`src/rtl/antialias_sched.sv`:
```
// Alias-reduction sequencer: fills one 576-line granule, then issues butterfly pairs.
// Optional sticky protocol checker enabled by defining ANTIALIAS_SCHED_ERR_EN.
module antialias_sched #(
    parameter int N_LINES = 576,
    parameter int SB_LEN  = 18,
    parameter int N_BFLY  = 8,
    parameter int ADDR_W  = 10
) (
    input  logic              clk,
    input  logic              rst,
    input  logic              granule_start,
    input  logic              window_switching_flag_in,
    input  logic [1:0]        block_type_in,
    input  logic              mixed_block_flag_in,
    input  logic              din_v,
    output logic              in_ready,
    output logic              wr_en,
    output logic [ADDR_W-1:0] wr_addr,
    output logic              pair_v,
    input  logic              pair_ready,
    output logic [ADDR_W-1:0] rd_addr_x,
    output logic [ADDR_W-1:0] rd_addr_y,
    output logic [2:0]        coef_idx,
    output logic              busy,
    output logic              granule_done,
    output logic              proto_err
);

    typedef enum logic [1:0] {
        S_IDLE,
        S_FILL,
        S_BFLY,
        S_DONE
    } state_t;

    localparam logic [ADDR_W-1:0] LAST_LINE = ADDR_W'(N_LINES - 1);
    localparam logic [ADDR_W-1:0] SB_STEP   = ADDR_W'(SB_LEN);
    localparam logic [2:0]        LAST_I    = 3'(N_BFLY - 1);
    localparam logic [4:0]        SB_MAX    = 5'(N_LINES / SB_LEN - 1);

    state_t            r_state;
    logic              r_ws;
    logic [1:0]        r_bt;
    logic              r_mixed;
    logic [ADDR_W-1:0] r_wr_addr;
    logic [ADDR_W-1:0] r_base;
    logic [ADDR_W-1:0] r_rd_x;
    logic [ADDR_W-1:0] r_rd_y;
    logic [2:0]        r_i;
    logic [4:0]        r_sb;

    logic              w_short;
    logic [4:0]        w_sb_limit;

    assign w_short = r_ws & (r_bt == 2'd2);

    // Short blocks only antialias the long-window subbands of a mixed block.
    always_comb begin
        w_sb_limit = SB_MAX;
        if (w_short)
            w_sb_limit = r_mixed ? 5'd1 : 5'd0;
    end

    always_ff @(posedge clk) begin
        if (rst) begin
            r_state   <= S_IDLE;
            r_ws      <= 1'b0;
            r_bt      <= 2'd0;
            r_mixed   <= 1'b0;
            r_wr_addr <= '0;
            r_base    <= '0;
            r_rd_x    <= '0;
            r_rd_y    <= '0;
            r_i       <= 3'd0;
            r_sb      <= 5'd0;
        end else begin
            unique case (r_state)
                S_IDLE: begin
                    if (granule_start) begin
                        r_ws      <= window_switching_flag_in;
                        r_bt      <= block_type_in;
                        r_mixed   <= mixed_block_flag_in;
                        r_wr_addr <= '0;
                        r_state   <= S_FILL;
                    end
                end
                S_FILL: begin
                    if (din_v) begin
                        if (r_wr_addr == LAST_LINE) begin
                            r_wr_addr <= '0;
                            if (w_sb_limit != 5'd0) begin
                                r_state <= S_BFLY;
                                r_sb    <= 5'd1;
                                r_i     <= 3'd0;
                                r_base  <= SB_STEP;
                                r_rd_x  <= SB_STEP - 1'b1;
                                r_rd_y  <= SB_STEP;
                            end else begin
                                r_state <= S_DONE;
                            end
                        end else begin
                            r_wr_addr <= r_wr_addr + 1'b1;
                        end
                    end
                end
                S_BFLY: begin
                    if (pair_ready) begin
                        if (r_i == LAST_I) begin
                            r_i <= 3'd0;
                            if (r_sb == w_sb_limit) begin
                                r_state <= S_DONE;
                                r_sb    <= 5'd0;
                                r_base  <= '0;
                                r_rd_x  <= '0;
                                r_rd_y  <= '0;
                            end else begin
                                r_sb   <= r_sb + 1'b1;
                                r_base <= r_base + SB_STEP;
                                r_rd_x <= r_base + SB_STEP - 1'b1;
                                r_rd_y <= r_base + SB_STEP;
                            end
                        end else begin
                            r_i    <= r_i + 1'b1;
                            r_rd_x <= r_rd_x - 1'b1;
                            r_rd_y <= r_rd_y + 1'b1;
                        end
                    end
                end
                S_DONE: begin
                    r_state <= S_IDLE;
                end
                default: r_state <= S_IDLE;
            endcase
        end
    end

    assign in_ready     = (r_state == S_FILL);
    assign wr_en        = din_v & in_ready;
    assign wr_addr      = r_wr_addr;
    assign pair_v       = (r_state == S_BFLY);
    assign rd_addr_x    = r_rd_x;
    assign rd_addr_y    = r_rd_y;
    assign coef_idx     = r_i;
    assign busy         = (r_state != S_IDLE);
    assign granule_done = (r_state == S_DONE);

`ifdef ANTIALIAS_SCHED_ERR_EN
    logic r_err;

    always_ff @(posedge clk) begin
        if (rst)
            r_err <= 1'b0;
        else if ((granule_start & busy) |
                 (din_v & ~in_ready) |
                 (pair_ready & ~pair_v))
            r_err <= 1'b1;
    end

    assign proto_err = r_err;
`else
    assign proto_err = 1'b0;
`endif

endmodule

```
`config.mk`:
```
export PLATFORM = sky130hd
export DESIGN_NAME = antialias_sched
export DESIGN_NICKNAME = d
export VERILOG_FILES = /design/src/rtl/antialias_sched.sv
export SDC_FILE = /design/constraint.sdc
export NUM_CORES = 1
export LEC_CHECK = 0
export ABC_CLOCK_PERIOD_IN_PS = 5100
export CAP_MARGIN = 10
export CORE_MARGIN = 2
export CORE_UTILIZATION = 55
export DETAILED_ROUTE_END_ITERATION = 6
export HOLD_SLACK_MARGIN = 0.05
export PLACE_DENSITY = 0.8
export SLEW_MARGIN = 20
export SYNTH_ARGS = -nofsm -noshare
export SYNTH_HDL_FRONTEND = slang
export SYNTH_SLANG_ARGS = --single-unit
```
`constraint.sdc`:
```
create_clock -name clk -period 5.1 [get_ports clk]
set_input_delay 1.02 -clock clk [delete_from_list [all_inputs] [get_ports clk]]
set_output_delay 1.02 -clock clk [all_outputs]
set_load 0.01 [all_outputs]
```
==> flow_summary_export.csv <==
group,metric,value,unit
logic_synthesis,yosysWarnings,0,
die,dieArea,7000,um2
layout,nets,476,
logic_synthesis,ys.flop_type,"dfxtp_1",
pwr,leakagePower,1.36,nW
placement,place_inst,523,
clock_network,clkSlewWorstSetupHoldPaths,0.09,ns
die,die_w,83.7,um
critical_path,path_cells,"clkdlybuf4s50_1 > and2_1 > clkdlybuf4s50_1",
route,wl_per_cell,17.8,um
logic_synthesis,synth.area.mux_share,1.47,%
clock_network,cts_max_path_buffers,2,
critical_path,crit_path_max_fanout,4,
clock_network,ctsResizeCount,0,
logic_synthesis,synth_top_family_by_area,"compound AO/OA/AOI/OAI gates",
logic_synthesis,yosys-top-cells-count,"dfxtp_1 (54), nand2_1 (34), a21oi_1 (33), nor2_1 (29), nand3_1 (21)",
timing,rsz0062_at_grt,"no",
critical_path,critPathKind,"in2out",
clock_network,cts_sinks,54,
global_routing,grt_overflow,0,
logic_synthesis,synth_fa_ha_area_share,5.02,%
pwr,p_sw_share,44.4,%
global_routing,first_global_vias,3063,
pwr,ir_drop,0.216,mV
timing,slew_headroom,36.9,%
route,routed_via_density,6.67,
layout,drive_gt1_share,5.08,%
global_routing,grt_max_degree,42,
placement,place_hpwl,6670,um
critical_path,cp-start-kind,"primary input",
outcome,status,"completed",
pwr,p_int,0.000844,W
timing,worst_pin_slew,0.938,ns
logic_synthesis,synth-seq-cells,54,
pwr,seq_power_share,35.8,%
placement,numPortBuffers,46,
logic_synthesis,syn_area,3490,um2
clock_network,cts_htree_levels,2,
route,vias,3535,
die,initial_utilization,56.0,%
logic_synthesis,synth_edf_count,0,
critical_path,cp.required,4.08,ns
logic_synthesis,synth_most_common_cell,"dfxtp_1",
timing,fmax,310,MHz
pwr,power_density,378,nW/um2
timing,fin_worst_skew,0.0104,ns
global_routing,grtUsageTotal,26.2,%
logic_synthesis,synth-simple-area-share,23.8,%
die,core,6240,um2
layout,layout-area-overhead-vs-synth,15.0,%
timing,post-route-period-util,63.2,%
timing,fin_setup_tns,0,ns
worst_hold_path,hold_path_class,"reg2reg",
placement,gp_routability_congestion,0.924,
timing,slew_violations,0,
clock_network,postCtsSetupBuffers,0,
logic_synthesis,synth_nets,448,
logic_synthesis,ys_seq_area_share,31.0,%
pwr,p_clk_share,15.9,%
clock_network,cts_hold_buf,0,
layout,stdcell_count,530,
logic_synthesis,synth-xor-area-share,7.27,%
die,fp-row-count,29,
timing,layout_min_cycle_time,3.22,ns
clock_network,cts_tree,"yes",
clock_network,cts-root-buf,"clkbuf_8",
layout,num_antenna_cells,0,
critical_path,critPathCaptureType,"output pin",
critical_path,cp.arrival,2.20,ns
logic_synthesis,postSynth.asyncResetShare,0,%
pwr,p_sw,0.000673,W
route,detail-route-antenna-nets,0,
critical_path,worst_path_most_repeated_cell,"clkdlybuf4s50_1",
logic_synthesis,yosysUniqueCellTypes,67,
global_routing,grt_pass1_wl,15100,um
route,drt-initial-drc-count,355,
clock_network,cts_made_buffers,5,
logic_synthesis,yosysTopAreaCell,"dfxtp_1",
timing,hold_viol_final,0,
logic_synthesis,synth_top_area_share,31.0,%
global_routing,grt_antenna_before_repair,0,
logic_synthesis,netlist_instances,425,
timing,holdWs,0.494,ns
job,cap_violations,0,
route,first_pass_iters,6,
route,routed_wl,9410,um
logic_synthesis,synthTopCellsByArea,"dfxtp_1 (31%), ha_1 (5.0%), xnor2_1 (5.0%), a21oi_1 (4.7%), nand2_1 (3.7%)",
critical_path,critPathSlowestCell,"clkdlybuf4s50_1",
logic_synthesis,synth-compound-area-share,26.4,%
die,die-height,83.7,um
timing,setup-violations-final,0,
pwr,power_frac_comb,48.3,%
route,drcViolationCount,0,
clock_network,clock_latency,0.32,ns
critical_path,slowest_delay,0.53,ns
die,io_pins,48,
logic_synthesis,syn_avg_cell_area,8.22,um2
-- metrics by stage --
stage	utilization (%)	power, W	cell area (um2)	setup WS (ns)
after floorplan	-	0.00106	3490	2.90
after global placement	63.1	0.00124	3940	1.88
after detailed placement	63.1	0.00126	3940	1.81
after CTS	64.4	0.00150	4020	1.88
after global routing	64.4	0.00159	4020	1.76
final	64.4	0.00152	4020	1.88
-- routing by layer --
metal | GRT usage (%) | routed length [um] | up-vias
li1 | - | - | 1637
met1 | 36.5 | 4110 | 1669
met2 | 42.6 | 4390 | 208
met3 | 3.96 | 772 | 21
met4 | 6.45 | 137 | 0
met5 | 0 | 0 | -
-- cells by family after synthesis --
group	after synthesis
other cells	1
compound gates	127
xor+xnor	29
flops	54
simple gates	154
buf+inv	41
mux	5
fa+ha+maj	14
-- registers in the layout, indices dropped and copies added, names as in the netlist --
name	cells
coef_idx	3
r_base	10
r_bt	2
r_mixed	1
r_sb	5
r_state	2
r_ws	1
rd_addr_x	10
rd_addr_y	10
wr_addr	10
-- cells in the final DEF (no fill, tap or decap), types with 6 or more instances in the layout --
master,count
a31oi_1,8
nand2_1,34
dfxtp_1,54
inv_1,15
and3_1,6
a21oi_1,33
xor2_1,9
o21ai_0,17
nor3_1,15
a211oi_1,7
nand3_1,21
nor2_1,29
nand4_1,8
xnor2_1,20
a32oi_1,8
ha_1,14
clkdlybuf4s50_1,46
-- critical path: cells and delay by family --
kind          cells  cell delay [ns]
buf+inv           2             1.04
simple gates      1             0.14
-- final cells by class --
| class | count | area [um2] |
|---|---|---|
| well taps | 77 | 96.3 |
| inverters | 15 | 56.3 |
| clock buffers | 6 | 72.6 |
| clock inverters | 1 | 7.51 |
| fillers | 538 | 2220 |
| repair buffers | 47 | 468 |
| multi-input cells | 330 | 2230 |
| flip-flops and latches | 54 | 1080 |
-- path summary, 6_finish.rpt --
check,from,to,slack (ns),depth (start not counted)
worst min register to register,r_mixed,r_mixed,0.49,2
worst max register to register,coef_idx[0],rd_addr_x[8],2.03,6
worst max-delay path,din_v,wr_en,1.88,3
worst min-delay path,r_mixed,r_mixed,0.49,2
-- power groups by stage --
stage	Sequential (W)	Clock (W)	Combinational, W
after floorplan	0.000543	0	0.000514
after global placement	0.000548	0	0.000690
after detailed placement	0.000551	0	0.000712
after CTS	0.000540	0.000243	0.000717
after global routing	0.000549	0.000256	0.000787
final	0.000543	0.000242	0.000733
Power figures use the tool's default switching activity.
